**src/rtl/rv32i_instr_encoder.sv**
```systemverilog
// rv32i_instr_encoder: two-stage valid/ready RV32I instruction encoder.
// Stage 1 registers the request fields. Stage 2 registers the encoded word and
// the range-check result. Illegal requests produce out_err=1 and a zero word.
// Optional feature: define RV_ENC_ERR_COUNT_EN to add the saturating err_count
// output, which counts errored words accepted by the consumer.
module rv32i_instr_encoder #(
    parameter int OP_W      = 6,
    parameter int ERR_CNT_W = 16
) (
    input  logic                 clk,
    input  logic                 rst_n,
    input  logic                 in_valid,
    output logic                 in_ready,
    input  logic [OP_W-1:0]      in_op,
    input  logic [4:0]           in_rd,
    input  logic [4:0]           in_rs1,
    input  logic [4:0]           in_rs2,
    input  logic [31:0]          in_imm,
    output logic                 out_valid,
    input  logic                 out_ready,
    output logic [31:0]          out_instr,
    output logic                 out_err
`ifdef RV_ENC_ERR_COUNT_EN
    ,
    output logic [ERR_CNT_W-1:0] err_count
`endif
);

    logic               vld_p1;
    logic [OP_W-1:0]    op_p1;
    logic [4:0]         rd_p1;
    logic [4:0]         rs1_p1;
    logic [4:0]         rs2_p1;
    logic signed [31:0] imm_p1;

    logic               vld_p2;
    logic [31:0]        instr_p2;
    logic               err_p2;

    logic               adv_p1;
    logic               adv_p2;
    logic [31:0]        op_w;
    logic [31:0]        enc_instr;
    logic               enc_err;
    logic [2:0]         f3;
    logic [6:0]         f7;

    function automatic logic in_range(input logic signed [31:0] v,
                                      input logic signed [31:0] lo,
                                      input logic signed [31:0] hi);
        return (v >= lo) && (v <= hi);
    endfunction

    // A stage may load whenever it is empty or its contents move on this cycle.
    assign adv_p2    = !vld_p2 || out_ready;
    assign adv_p1    = !vld_p1 || adv_p2;
    assign in_ready  = adv_p1;
    assign out_valid = vld_p2;
    assign out_instr = instr_p2;
    assign out_err   = err_p2;
    assign op_w      = 32'(op_p1);

    // ---- stage 1: request capture ----
    // Stage 1 valid: refilled on every advance, cleared by reset.
    always_ff @(posedge clk) begin
        if (!rst_n) begin
            vld_p1 <= 1'b0;
        end else if (adv_p1) begin
            vld_p1 <= in_valid;
        end
    end

    // Stage 1 data: captured only on an input handshake.
    always_ff @(posedge clk) begin
        if (in_valid && adv_p1) begin
            op_p1  <= in_op;
            rd_p1  <= in_rd;
            rs1_p1 <= in_rs1;
            rs2_p1 <= in_rs2;
            imm_p1 <= $signed(in_imm);
        end
    end

    // ---- stage 1 -> stage 2: encode and range-check ----
    // Encode the stage 1 request by format and flag out-of-range immediates.
    always_comb begin
        enc_instr = '0;
        enc_err   = 1'b0;
        f3        = 3'b000;
        f7        = 7'b0000000;
        case (op_w) inside
            32'd0, 32'd1: begin
                enc_err   = (imm_p1[11:0] != 12'd0);
                enc_instr = {imm_p1[31:12], rd_p1,
                             op_w[0] ? 7'b0010111 : 7'b0110111};
            end
            32'd2: begin
                enc_err   = !in_range(imm_p1, -32'sd1048576, 32'sd1048574) || imm_p1[0];
                enc_instr = {imm_p1[20], imm_p1[10:1], imm_p1[11], imm_p1[19:12],
                             rd_p1, 7'b1101111};
            end
            32'd3: begin
                enc_err   = !in_range(imm_p1, -32'sd2048, 32'sd2047);
                enc_instr = {imm_p1[11:0], rs1_p1, 3'b000, rd_p1, 7'b1100111};
            end
            [32'd4:32'd9]: begin
                case (op_w)
                    32'd4:   f3 = 3'b000;
                    32'd5:   f3 = 3'b001;
                    32'd6:   f3 = 3'b100;
                    32'd7:   f3 = 3'b101;
                    32'd8:   f3 = 3'b110;
                    default: f3 = 3'b111;
                endcase
                enc_err   = !in_range(imm_p1, -32'sd4096, 32'sd4094) || imm_p1[0];
                enc_instr = {imm_p1[12], imm_p1[10:5], rs2_p1, rs1_p1, f3,
                             imm_p1[4:1], imm_p1[11], 7'b1100011};
            end
            [32'd10:32'd14]: begin
                case (op_w)
                    32'd10:  f3 = 3'b000;
                    32'd11:  f3 = 3'b001;
                    32'd12:  f3 = 3'b010;
                    32'd13:  f3 = 3'b100;
                    default: f3 = 3'b101;
                endcase
                enc_err   = !in_range(imm_p1, -32'sd2048, 32'sd2047);
                enc_instr = {imm_p1[11:0], rs1_p1, f3, rd_p1, 7'b0000011};
            end
            [32'd15:32'd17]: begin
                case (op_w)
                    32'd15:  f3 = 3'b000;
                    32'd16:  f3 = 3'b001;
                    default: f3 = 3'b010;
                endcase
                enc_err   = !in_range(imm_p1, -32'sd2048, 32'sd2047);
                enc_instr = {imm_p1[11:5], rs2_p1, rs1_p1, f3, imm_p1[4:0], 7'b0100011};
            end
            [32'd18:32'd23]: begin
                case (op_w)
                    32'd18:  f3 = 3'b000;
                    32'd19:  f3 = 3'b010;
                    32'd20:  f3 = 3'b011;
                    32'd21:  f3 = 3'b100;
                    32'd22:  f3 = 3'b110;
                    default: f3 = 3'b111;
                endcase
                enc_err   = !in_range(imm_p1, -32'sd2048, 32'sd2047);
                enc_instr = {imm_p1[11:0], rs1_p1, f3, rd_p1, 7'b0010011};
            end
            [32'd24:32'd26]: begin
                f3        = (op_w == 32'd24) ? 3'b001 : 3'b101;
                f7        = (op_w == 32'd26) ? 7'b0100000 : 7'b0000000;
                enc_err   = !in_range(imm_p1, 32'sd0, 32'sd31);
                enc_instr = {f7, imm_p1[4:0], rs1_p1, f3, rd_p1, 7'b0010011};
            end
            [32'd27:32'd36]: begin
                case (op_w)
                    32'd27, 32'd28: f3 = 3'b000;
                    32'd29:         f3 = 3'b001;
                    32'd30:         f3 = 3'b010;
                    32'd31:         f3 = 3'b011;
                    32'd32:         f3 = 3'b100;
                    32'd33, 32'd34: f3 = 3'b101;
                    32'd35:         f3 = 3'b110;
                    default:        f3 = 3'b111;
                endcase
                f7        = (op_w == 32'd28 || op_w == 32'd34) ? 7'b0100000 : 7'b0000000;
                enc_instr = {f7, rs2_p1, rs1_p1, f3, rd_p1, 7'b0110011};
            end
            default: begin
                enc_err = 1'b1;
            end
        endcase
        if (enc_err) begin
            enc_instr = '0;
        end
    end

    // ---- stage 2: output register ----
    // Stage 2 loads the encoded word on advance and holds it while stalled.
    always_ff @(posedge clk) begin
        if (!rst_n) begin
            vld_p2   <= 1'b0;
            instr_p2 <= '0;
            err_p2   <= 1'b0;
        end else if (adv_p2) begin
            vld_p2 <= vld_p1;
            if (vld_p1) begin
                instr_p2 <= enc_instr;
                err_p2   <= enc_err;
            end
        end
    end

`ifdef RV_ENC_ERR_COUNT_EN
    function automatic logic [ERR_CNT_W-1:0] sat_inc(input logic [ERR_CNT_W-1:0] v);
        return (&v) ? v : v + ERR_CNT_W'(1);
    endfunction

    // Count errored words as the consumer accepts them, sticking at all-ones.
    always_ff @(posedge clk) begin
        if (!rst_n) begin
            err_count <= '0;
        end else if (vld_p2 && out_ready && err_p2) begin
            err_count <= sat_inc(err_count);
        end
    end
`endif

endmodule

```
**config.mk**
```make
export PLATFORM = sky130hd
export DESIGN_NAME = rv32i_instr_encoder
export DESIGN_NICKNAME = d
export VERILOG_FILES = /design/src/rtl/rv32i_instr_encoder.sv
export SDC_FILE = /design/constraint.sdc
export NUM_CORES = 1
export LEC_CHECK = 0
export CELL_PAD_IN_SITES_DETAIL_PLACEMENT = 1
export CELL_PAD_IN_SITES_GLOBAL_PLACEMENT = 1
export CORE_MARGIN = 3
export CORE_UTILIZATION = 25
export CTS_BUF_LIST = sky130_fd_sc_hd__clkbuf_8 sky130_fd_sc_hd__clkbuf_16
export DETAILED_ROUTE_END_ITERATION = 7
export HOLD_SLACK_MARGIN = 0.06
export MAX_ROUTING_LAYER = met4
export PLACE_DENSITY_LB_ADDON = 0.1
export SLEW_MARGIN = 20
export SYNTH_ARGS = -nofsm -noshare
export SYNTH_HDL_FRONTEND = slang
export SYNTH_SLANG_ARGS = --single-unit
```
**constraint.sdc**
```tcl
create_clock -name clk -period 2.2 [get_ports clk]
set_input_delay 0.22 -clock clk [delete_from_list [all_inputs] [get_ports clk]]
set_output_delay 0.22 -clock clk [all_outputs]
set_load 0.01 [all_outputs]
```
==> impl_metrics.json, run 1 <==
{
  "crit_path_end": "out_instr[21]",
  "finalWorstPathRequiredPeriod_ns": 2.15,
  "grt_use_total": 0.154,
  "synthAdderAreaFrac": 0,
  "power_leakage_nw": 2.12,
  "finalClockSkew_ns": 0.00643,
  "layout-drive-gt1-share": 0.214,
  "maximum_clock_frequency_mhz": 466,
  "grt_start_max_net_pins": 54,
  "synth_compound_gate_area_share": 0.221,
  "summed_area_of_non_filler_cells_in_the_final_layout_sq_um": 5820,
  "area.growth.synth_to_final_pct": 50.1,
  "post_dp_cell_area_sq_um": 5400,
  "worst_r2r_startpoint": "op_p1[2]",
  "grt.met3_usage": 0.0280,
  "met2_usage": 0.240,
  "global_route.usage.met1": 0.208,
  "grt_pass1_vias": 3433,
  "final-hold-violation-count": 0,
  "timing.max_cap.violations": 0,
  "clockRootBuffer": "sky130_fd_sc_hd__clkbuf_16",
  "r2r_end": "out_instr[21]",
  "grt_pass1_wl_microns": 19200,
  "path_max_fanout": 15,
  "seq_area_frac_synth": 0.586,
  "clk_latency_ns": 0.34,
  "most-common-layout-cells": "sky130_fd_sc_hd__clkdlybuf4s50_1 (91), sky130_fd_sc_hd__buf_4 (59), sky130_fd_sc_hd__edfxtp_1 (53)",
  "post-place-ws_ns": -0.124,
  "netlist_instances": 337,
  "fp.dieH_microns": 131,
  "post_synthesis_instance_area_sq_um": 3880,
  "post_synth_and_or_nand_nor_area_fraction": 0.133,
  "final_antenna_net_count": 0,
  "coreArea_sq_um": 14900,
  "gpl.final_weighted_congestion": 0.869,
  "finalWirelength_microns": 12400,
  "arrival_ns": 2.38,
  "final_common_cell": "sky130_fd_sc_hd__clkdlybuf4s50_1",
  "timing_max_transition_violations_final": 0,
  "fillCellCount": 1645,
  "power.ir.vdd_worst_mv": 0.303,
  "cp_cell_sequence": "buf_6, or2_4, o221a_1, a21boi_2, o31ai_4, a21oi_4, buf_12, a32o_1",
  "worst_slack_ns": 0.0530,
  "detail_route.drc_violations": 0,
  "fp.dieW_microns": 131,
  "synth.mux.area_fraction": 0.0165,
  "multi_input_area_sq_um": 1580,
  "numCtsBuffers": 9,
  "grt.busiest_layer": "met2",
  "routed_length_per_placed_instance_microns": 18.5,
  "synth-async-reset-ratio": 0,
  "synth_top_family_by_area": "compound AO/OA/AOI/OAI gates",
  "cts.clk_slew.worst_paths_ns": 0.06,
  "initial_core_util": 0.261,
  "synth_area_per_cell_sq_um": 11.5,
  "post-route-period-util": 0.976,
  "port-buffer-count": 91,
  "synth_top_area_share": 0.410,
  "number_of_register_bits_inferred_by_synthesis": 87,
  "finalNetCount": 538,
  "timing.reg2reg.worst_path_depth": 8,
  "synth_edf_count": 53,
  "firstDrtPassIters": 4,
  "worst_hold_path_type": "in2reg",
  "synthTopCellsByArea": "sky130_fd_sc_hd__edfxtp_1 (41%), sky130_fd_sc_hd__dfxtp_1 (18%), sky130_fd_sc_hd__a22o_1 (7.7%)",
  "setup_viol_count_final": 0,
  "synth-warning-count": 0,
  "cts_tree": "yes",
  "cellPowerDensity_nw_per_um2": 658,
  "num_vias": 3284,
  "critical_path.max_stage_delay_ns": 0.37,
  "worst-slew-pin-transition_ns": 0.486,
  "critical_path_required_ns": 2.43,
  "overflow": 0,
  "initial_antenna_violation_count": 0,
  "placement_rows": 44,
  "cts.path.max_buffers": 2,
  "floorplan.die_area_sq_um": 17000,
  "place.detailed.hpwl_microns": 9610,
  "boundaryPins": 92,
  "synthXorXnorAreaFrac": 0.00903,
  "r2r_setup_slack_ns": 0.05,
  "worst_hold_slack_after_final_layout_ns": 0.430,
  "path_class": "reg2reg",
  "start_kind": "flip-flop",
  "critical_path_endpoint_category": "flip-flop",
  "drt_first_iter_violations": 219,
  "number_of_distinct_standard_cells_referenced_by_the_synthesized_netlist": 55,
  "worst_slew_margin": 0.673,
  "diodes": 0,
  "crit_path_top_delay_cell": "sky130_fd_sc_hd__edfxtp_1",
  "postSynth.topFlopCell": "sky130_fd_sc_hd__edfxtp_1",
  "run_status": "finished clean",
  "cts_htree_levels": 3,
  "yosysTopAreaCell": "sky130_fd_sc_hd__edfxtp_1",
  "viasPerCell": 4.91,
  "synth_nets": 394,
  "launch_point_of_the_critical_path": "op_p1[2]",
  "area.sequential_sq_um": 2270,
  "grt_setup_unrepaired": "yes",
  "clkSinkCount": 87
}
-- what timing repair did --
| action | in CTS | in global routing |
|---|---|---|
| setup buffers | 0 | 4 |
| pin swaps | 2 | 6 |
| setup endpoints to repair | 30 | 30 |
| gates resized for setup | 6 | 17 |
| hold buffers | 0 | 0 |
-- critical path: cells and delay by family (launching register included) --
kind | cells | cell delay [ns]
flip-flops | 1 | 0.37
AO/OA/AOI/OAI | 5 | 1.07
buffers and inverters | 2 | 0.33
AND/OR/NAND/NOR | 1 | 0.26
-- registers in the layout (all words and copies together) (netlist names) --
signal and count:
vld_p1 1, rd_p1 5, op_p1 6, out_valid 1
rs1_p1 5, rs2_p1 5, out_instr 31, imm_p1 32
out_err 1
-- through the flow --
step           utilization  setup TNS, ns  cells  power, W
3_3_place_gp         0.363          -1.59    650   0.00238
3_5_place_dp         0.363          -2.36    650   0.00239
2_1_floorplan            -              0    337   0.00209
4_1_cts              0.384              0    665   0.00387
6_report             0.392              0    669   0.00383
5_1_grt              0.392         -0.150    669   0.00400
-- cell usage after synthesis, drive strengths merged (3+ instances only) --
library cell   n
a211oi         3
nor2b          6
a21boi         3
a32oi          4
nor3           8
nand2b         6
nand2         26
inv            3
nor2          19
nand4          6
a31oi          3
mux2i          3
nor4           8
buf           11
o21ai         23
edfxtp        53
and2           3
a32o           4
mux2           3
a21oi         19
nand3          6
a22o          34
a22oi          3
o22ai          4
xnor2          3
o31ai          4
dfxtp         34
clkbuf        13
-- worst min-delay path by stage --
stage | from | endpoint | slack [ns] | depth (start not counted)
6_report | in_imm[10] | imm_p1[10] | 0.43 | 1
3_5_place_dp | out_instr[24] | out_instr[24] | 0.47 | 1
2_1_floorplan | in_imm[0] | imm_p1[0] | 0.32 | 0
4_1_cts | in_imm[31] | imm_p1[31] | 0.42 | 1
3_3_place_gp | out_instr[14] | out_instr[14] | 0.46 | 1
5_1_grt | in_imm[31] | imm_p1[31] | 0.42 | 1
-- power breakdown --
group          switching [W]  total (W)  internal, W
registers          0.0000493    0.00186      0.00181
logic               0.000240   0.000512     0.000272
clock network       0.000601    0.00146     0.000862
total               0.000891    0.00383      0.00294
-- kinds of logic after synthesis --
group | count (synthesis)
compound gates | 115
simple gates | 98
flops | 87
buf+inv | 27
mux | 6
xor+xnor | 4
-- per-layer routing --
layer | share of wire | routed length (microns)
met1 | 0.48 | 5920
met2 | 0.47 | 5850
met3 | 0.039 | 485
met4 | 0.010 | 127
met5 | 0 | 0
-- cell type report --
type	instances	area share
Clock inverter	6	0.00967
Timing Repair Buffer	157	0.249
Inverter	3	0.00193
Sequential cell	87	0.390
Clock buffer	9	0.0387
Multi-Input combinational cell	223	0.271
Tap cell	184	0.0395
Note: power is estimated with default switching activity, not from simulation.
==> run 2, diff against run 1 <==
--- a/config.mk
+++ b/config.mk
@@ -11,9 +11,11 @@
 export CORE_UTILIZATION = 25
 export CTS_BUF_LIST = sky130_fd_sc_hd__clkbuf_8 sky130_fd_sc_hd__clkbuf_16
 export DETAILED_ROUTE_END_ITERATION = 7
+export DONT_BUFFER_PORTS = 1
 export HOLD_SLACK_MARGIN = 0.06
 export MAX_ROUTING_LAYER = met4
 export PLACE_DENSITY_LB_ADDON = 0.1
+export REMOVE_ABC_BUFFERS = 1
 export SLEW_MARGIN = 20
 export SYNTH_ARGS = -nofsm -noshare
 export SYNTH_HDL_FRONTEND = slang
==> run 2 against run 1 <==
Net effect: global-route usage up 0.14 points; die area unchanged; core utilization down 2.6 points; critical endpoint is now out_instr[22]; largest cell class unchanged; highest routed layer unchanged.
==> impl_metrics.json, run 2 (synthesis gave the netlist of run 1 again) <==
{
  "run_status": "finished clean",
  "switching_share": 0.235,
  "gpl.final_weighted_congestion": 0.842,
  "placement_rows": 44,
  "worst_slew_margin": 0.570,
  "grt_use_total": 0.155,
  "finalWirelength_microns": 12300,
  "power.ir.vdd_worst_mv": 0.436,
  "multi_input_area_sq_um": 1540,
  "detail_route.drc_violations": 0,
  "utilization": 0.365,
  "cts.clk_slew.worst_paths_ns": 0.06,
  "cts.path.max_buffers": 2,
  "path_max_fanout": 17,
  "initial_antenna_violation_count": 0,
  "num_vias": 3139,
  "cellPowerDensity_nw_per_um2": 712,
  "finalNetCount": 497,
  "largest_register_by_flop_count": "imm_p1",
  "worst_r2r_startpoint": "op_p1[2]",
  "timing.reg2reg.worst_path_depth": 9,
  "grt_setup_unrepaired": "yes",
  "total_power_w": 0.00386,
  "largest_register_ffs": 32,
  "final_common_cell": "sky130_fd_sc_hd__dlygate4sd3_1",
  "port-buffer-count": 0,
  "grt_pass1_wl_microns": 19200,
  "coreArea_sq_um": 14900,
  "layout-drive-gt1-share": 0.222,
  "area.sequential_sq_um": 2270,
  "final_antenna_net_count": 0,
  "timing_max_transition_violations_final": 0,
  "launch_point_of_the_critical_path": "op_p1[2]",
  "cts_tree": "yes",
  "min_delay_path_depth": 2,
  "maximum_clock_frequency_mhz": 463,
  "timing.max_cap.violations": 0,
  "clockPowerShare": 0.401,
  "drt_first_iter_violations": 105,
  "final-hold-violation-count": 0,
  "firstDrtPassIters": 4,
  "critical_path_endpoint_category": "flip-flop",
  "fp.dieH_microns": 131,
  "grt_start_max_net_pins": 54,
  "comb_power_share": 0.117,
  "cts_htree_levels": 3,
  "clk_latency_ns": 0.34,
  "fillCellCount": 1597,
  "netSwitchingPower_w": 0.000906,
  "arrival_ns": 2.44,
  "floorplan.die_area_sq_um": 17000,
  "clockRootBuffer": "sky130_fd_sc_hd__clkbuf_16",
  "worst-slew-pin-transition_ns": 0.640,
  "seq_power_share": 0.482,
  "start_kind": "flip-flop",
  "most-common-layout-cells": "sky130_fd_sc_hd__dlygate4sd3_1 (55), sky130_fd_sc_hd__buf_4 (54), sky130_fd_sc_hd__edfxtp_1 (53)",
  "setup_viol_count_final": 0,
  "clkSinkCount": 87,
  "path_class": "reg2reg",
  "post-route-period-util": 0.981,
  "fp.dieW_microns": 131,
  "boundaryPins": 92,
  "viasPerCell": 4.99,
  "numCtsBuffers": 9,
  "internal_power_w": 0.00296,
  "place.detailed.hpwl_microns": 9060,
  "overflow": 0,
  "routed_length_per_placed_instance_microns": 19.6,
  "power_leakage_nw": 1.99,
  "area.growth.synth_to_final_pct": 40.0,
  "holdCritStartpoint": "out_ready",
  "critical_path_required_ns": 2.48,
  "finalClockSkew_ns": 0.00537,
  "finalWorstPathRequiredPeriod_ns": 2.16,
  "worst_hold_path_type": "in2reg",
  "initial_core_util": 0.261,
  "diodes": 0,
  "grt_pass1_vias": 3272
}
==> run 2: repair_timing <==
item | CTS | global route
pin swaps | 0 | 4
resized for setup | 5 | 11
setup buffers | 2 | 9
hold buffers | 55 | 0
endpoints found under the setup margin | 26 | 30
cloned | 0 | 0
hold endpoints to repair | 59 | 0
==> run 2: layout make-up <==
cell class / count / share of cell area
clock buffer: 12 / 0.0532
multi-input combinational: 223 / 0.283
inverter: 3 / 0.00207
timing repair buffer: 116 / 0.197
sequential: 87 / 0.419
clock inverter: 4 / 0.00369
tap: 184 / 0.0424
==> run 2: worst max-delay path, cell delays in order (launching register included) <==
cell                       delay [ns]
sky130_fd_sc_hd__edfxtp_1        0.39
sky130_fd_sc_hd__buf_6           0.17
sky130_fd_sc_hd__nor2_8          0.11
sky130_fd_sc_hd__buf_4           0.16
sky130_fd_sc_hd__and3_1          0.27
sky130_fd_sc_hd__buf_12          0.17
sky130_fd_sc_hd__nand4_1         0.20
sky130_fd_sc_hd__a21oi_4         0.30
sky130_fd_sc_hd__buf_12          0.17
sky130_fd_sc_hd__a32o_1          0.15
==> run 2: stage by stage <==
step / setup slack [ns] / instance area [sq um] / hold WS (ns) / TNS (ns) / std cells
final: 0.0410 / 5430 / 0.135 / 0 / 629
after CTS: 0.00142 / 5320 / 0.119 / 0 / 620
after floorplan: -0.646 / 3750 / 0.319 / -24.96 / 313
after global routing: -0.0473 / 5430 / 0.135 / -0.325 / 629
after detailed placement: -0.0127 / 4420 / 0.319 / -0.0238 / 547
after global placement: -0.00477 / 4420 / 0.319 / -0.00477 / 547
==> run 2: layer usage <==
| layer | wire length, microns | up-vias | global-route usage |
|---|---|---|---|
| li1 | - | 1521 | - |
| met1 | 5560 | 1539 | 0.199 |
| met2 | 5990 | 65 | 0.243 |
| met3 | 581 | 14 | 0.0407 |
| met4 | 196 | 0 | 0.0436 |
| met5 | 0 | - | - |
==> run 2: final timing paths <==
check / to / slack (ns)
setup reg to reg: out_instr[22] / 0.04
hold reg to reg: out_valid / 0.51
setup / recovery: out_instr[22] / 0.04
hold / removal: out_valid / 0.14
==> run 2: power groups by stage <==
stage | clock network, W | logic [W] | registers [W]
floorplan | 0 | 0.000172 | 0.00190
global placement | 0 | 0.000351 | 0.00190
detailed placement | 0 | 0.000353 | 0.00190
CTS | 0.00161 | 0.000439 | 0.00186
global route | 0.00169 | 0.000499 | 0.00187
finish | 0.00155 | 0.000450 | 0.00186
==> variant 1, RTL diff (config.mk and constraints of run 2) <==
Add a define of `RV_ENC_ERR_COUNT_EN`.
--- a/src/rtl/rv32i_instr_encoder.sv
+++ b/src/rtl/rv32i_instr_encoder.sv
@@ -5,2 +5,4 @@
 // output, which counts errored words accepted by the consumer.
+`define RV_ENC_ERR_COUNT_EN
+
 module rv32i_instr_encoder #(
Behaviour (old outputs only; new: err_count): unchanged (Yosys induction, for registers that start in step).
==> variant 1 against run 2 <==
Sequential power increased by 16%. Total power increased by 10%. Wire length increased by 19%. Final area increased by 18%. Global-route usage decreased by 1.1 points. Sequential cell count increased by 16. Count of clock-buffer cells in the layout decreased by 2. Clock power increased by 5%. Non-clock buffer count decreased by 4. Synthesized area increased by 24%. Setup slack got worse by 0.019 ns. Largest cell class unchanged.
==> variant 1: results <==
{
  "status": "finished clean",
  "drt-met1-wl_um": 6520,
  "synthTopCellsByCount": "edfxtp_1, dfxtp_1, nand2_1, nor2_1, a21oi_1",
  "synth_cell_type_count": 70,
  "cp-startpoint": "op_p1[1]",
  "timing.rr.end": "out_instr[19]",
  "vias": 3810,
  "path_max_fanout": 9,
  "p_int_w": 0.003236,
  "avgSynthCellArea_um2": 10.73,
  "dp_hpwl_um": 10710,
  "wl_met3_um": 745,
  "post-cts-setup-buffers": 0,
  "use_met2_pct": 23.03,
  "netlist_top_cells_area": "edfxtp_1, dfxtp_1, o21ai_2",
  "cts_repair_resize_count": 1,
  "dr.first_iter.drc_count": 203,
  "clock_latency_ns": 0.36,
  "worstPathArrival_ns": 2.46,
  "cts_hold_buf": 55,
  "clock_path_buffers": 2,
  "grt_util_all_layers_pct": 14.40,
  "rrSetupSlack_ns": 0.02,
  "gp_congestion": 0.8369,
  "stdcell_count": 809,
  "top_register": "imm_p1",
  "first_pass_iters": 5,
  "worstMarginPinSlew_ns": 0.4742,
  "hold_depth": 3,
  "layout.nets": 602,
  "avgRoutedWirePerCell_um": 18.11,
  "largest_register_ffs": 32,
  "grt_pass1_vias": 4004,
  "grt_first_pass_wirelength_um": 22400,
  "leakagePower_nw": 2.252,
  "clk_pin_slew_worst_paths_ns": 0.08,
  "met2_length_um": 7205,
  "ys_seq_area_share_pct": 53.82,
  "ir_worst_vdd_mv": 0.3078,
  "place_inst": 729,
  "final_layout_size_suffix_gt1_share_pct": 23.50,
  "use_met3_pct": 4.009,
  "skew_ns": 0.01755,
  "grt_use_met1_pct": 17.85
}
variant 1: kinds of logic (layout without fill, tap and decap cells):
group / Yosys count / in the layout / synth area share [%]
AND/OR/NAND/NOR: 165 / 165 / 18.42
AO/OA/AOI/OAI: 127 / 127 / 19.64
flip-flops: 103 / 103 / 53.82
buffers and inverters: 31 / 131 / 3.636
XOR/XNOR: 13 / 13 / 2.364
multiplexers: 9 / 9 / 1.870
adder cells (fa/ha/maj): 1 / 1 / 0.2597
variant 1: worst max-delay path, stage by stage, from the launching register on:
cell	delay (ns)
edfxtp_1	0.47
buf_6	0.17
or3b_4	0.40
a211oi_2	0.20
a31oi_1	0.08
o21ai_2	0.22
o311ai_4	0.14
buf_12	0.17
buf_12	0.14
o21ai_2	0.12
variant 1: final cells by class:
cell class	count	area, µm²
Clock buffer	10	239.0
Clock inverter	6	58.81
Fill cell	2092	12420
Inverter	3	11.26
Multi-Input combinational cell	315	2103
Sequential cell	103	2592
Tap cell	260	325.3
Timing Repair Buffer	112	1079
variant 1: stage by stage:
step	util (%)	setup slack, ns	instance area, µm²	hold slack [ns]
final	34.03	0.02166	6409	0.08660
after global routing	34.03	-0.04242	6409	0.1072
after CTS	33.22	0.01136	6256	0.06755
after detailed placement	28.69	0.02087	5403	0.3189
after global placement	28.69	0.03738	5403	0.3189
after floorplan	-	-0.6622	4653	0.3189
variant 1: power by group through the flow:
stage | Combinational (W) | Sequential, W | Clock (W)
6_report | 0.000477 | 0.00215 | 0.00162
5_1_grt | 0.000523 | 0.00216 | 0.00179
4_1_cts | 0.000457 | 0.00215 | 0.00171
3_5_place_dp | 0.000377 | 0.00219 | 0
3_3_place_gp | 0.000373 | 0.00219 | 0
2_1_floorplan | 0.000188 | 0.00220 | 0
==> variant 2, RTL diff (settings of run 2) <==
Made on the original files. Register the output `out_err` once more, with the module's reset; this adds one clock of latency there. The other outputs are not delayed to match.
--- a/src/rtl/rv32i_instr_encoder.sv
+++ b/src/rtl/rv32i_instr_encoder.sv
@@ -59,3 +59,9 @@
     assign out_instr = instr_p2;
-    assign out_err   = err_p2;
+    always_ff @(posedge clk) begin
+        if (!rst_n) begin
+            out_err <= '0;
+        end else begin
+            out_err <= err_p2;
+        end
+    end
     assign op_w      = 32'(op_p1);
Function: changed (Yosys sat finds a counterexample within 4 cycles, from zero or initial values and one cycle with rst_n low).
==> variant 2 against run 2 <==
Final area rose by 9.8%. Highest routed layer unchanged. Worst hold slack lost 0.095 ns. Sequential cell count increased by 1. Setup slack got worse by 0.027 ns. Sequential share of layout area fell by 3.4 points. Synthesized area increased by 6.3%. Count of clock-buffer cells in the layout down 1. Wire length up 19%. Maximum frequency is 1.2% lower. Total power is 2.7% higher.
==> variant 2: results <==
{
  "status": "finished clean",
  "grt_util_all_layers_pct": 16.77,
  "vias_per_cell": 4.961,
  "reg2regPathDepth": 8,
  "use_met2_pct": 26.51,
  "dr.first_iter.drc_count": 155,
  "ir_worst_vdd_mv": 0.3757,
  "cp_top_family": "simple AND/OR/NAND/NOR gates",
  "p_comb_w": 0.000574,
  "rrSetupSlack_ns": 0.01,
  "worstMarginPinSlew_ns": 0.6501,
  "hp-start": "rst_n",
  "synth_cell_type_count": 66,
  "seqPwrFrac_pct": 47.2,
  "synthTopCellsByCount": "edfxtp_1, dfxtp_1, nor2_1, a21oi_1",
  "hold_end": "out_instr[20]",
  "swShare_pct": 25.43,
  "skew_ns": 0.009608,
  "final_layout_size_suffix_gt1_share_pct": 26.51,
  "layout.nets": 550,
  "grt_first_pass_wirelength_um": 22280,
  "dp_hpwl_um": 10510,
  "rr_startpoint": "op_p1[3]",
  "met2_length_um": 7234,
  "grt_use_met1_pct": 21.45,
  "slowest_stage": "or3_4",
  "cts_hold_buf": 54,
  "ys_seq_area_share_pct": 55.62,
  "worstPathArrival_ns": 2.42
}
[variant 2: cells by family (layout without fill, tap and decap cells)]
family | after synthesis | count (layout) | share of synthesized area [%]
xor+xnor | 3 | 3 | 0.6376
flops | 88 | 88 | 55.62
buf+inv | 40 | 160 | 4.645
simple gates | 124 | 124 | 15.88
compound gates | 112 | 112 | 20.55
mux | 11 | 11 | 2.672
[variant 2: stage by stage]
stage,setup WS (ns),hold WS [ns],setup TNS (ns),instances
finish,0.01417,0.04053,0,714
global route,-0.07163,0.06222,-0.8227,714
CTS,-0.002805,0.004602,-0.003528,708
detailed placement,-0.1032,0.3189,-0.9802,636
global placement,-0.06744,0.3189,-0.8139,636
floorplan,-0.3398,0.3189,-13.55,347
[variant 2: layout make-up]
type / count / area (µm²)
clock buffers: 11 / 264.0
clock inverters: 5 / 30.03
fillers: 1790 / 10040
inverters: 9 / 33.78
multi-input cells: 250 / 1815
flip-flops and latches: 88 / 2292
well taps: 216 / 270.3
repair buffers: 135 / 1256
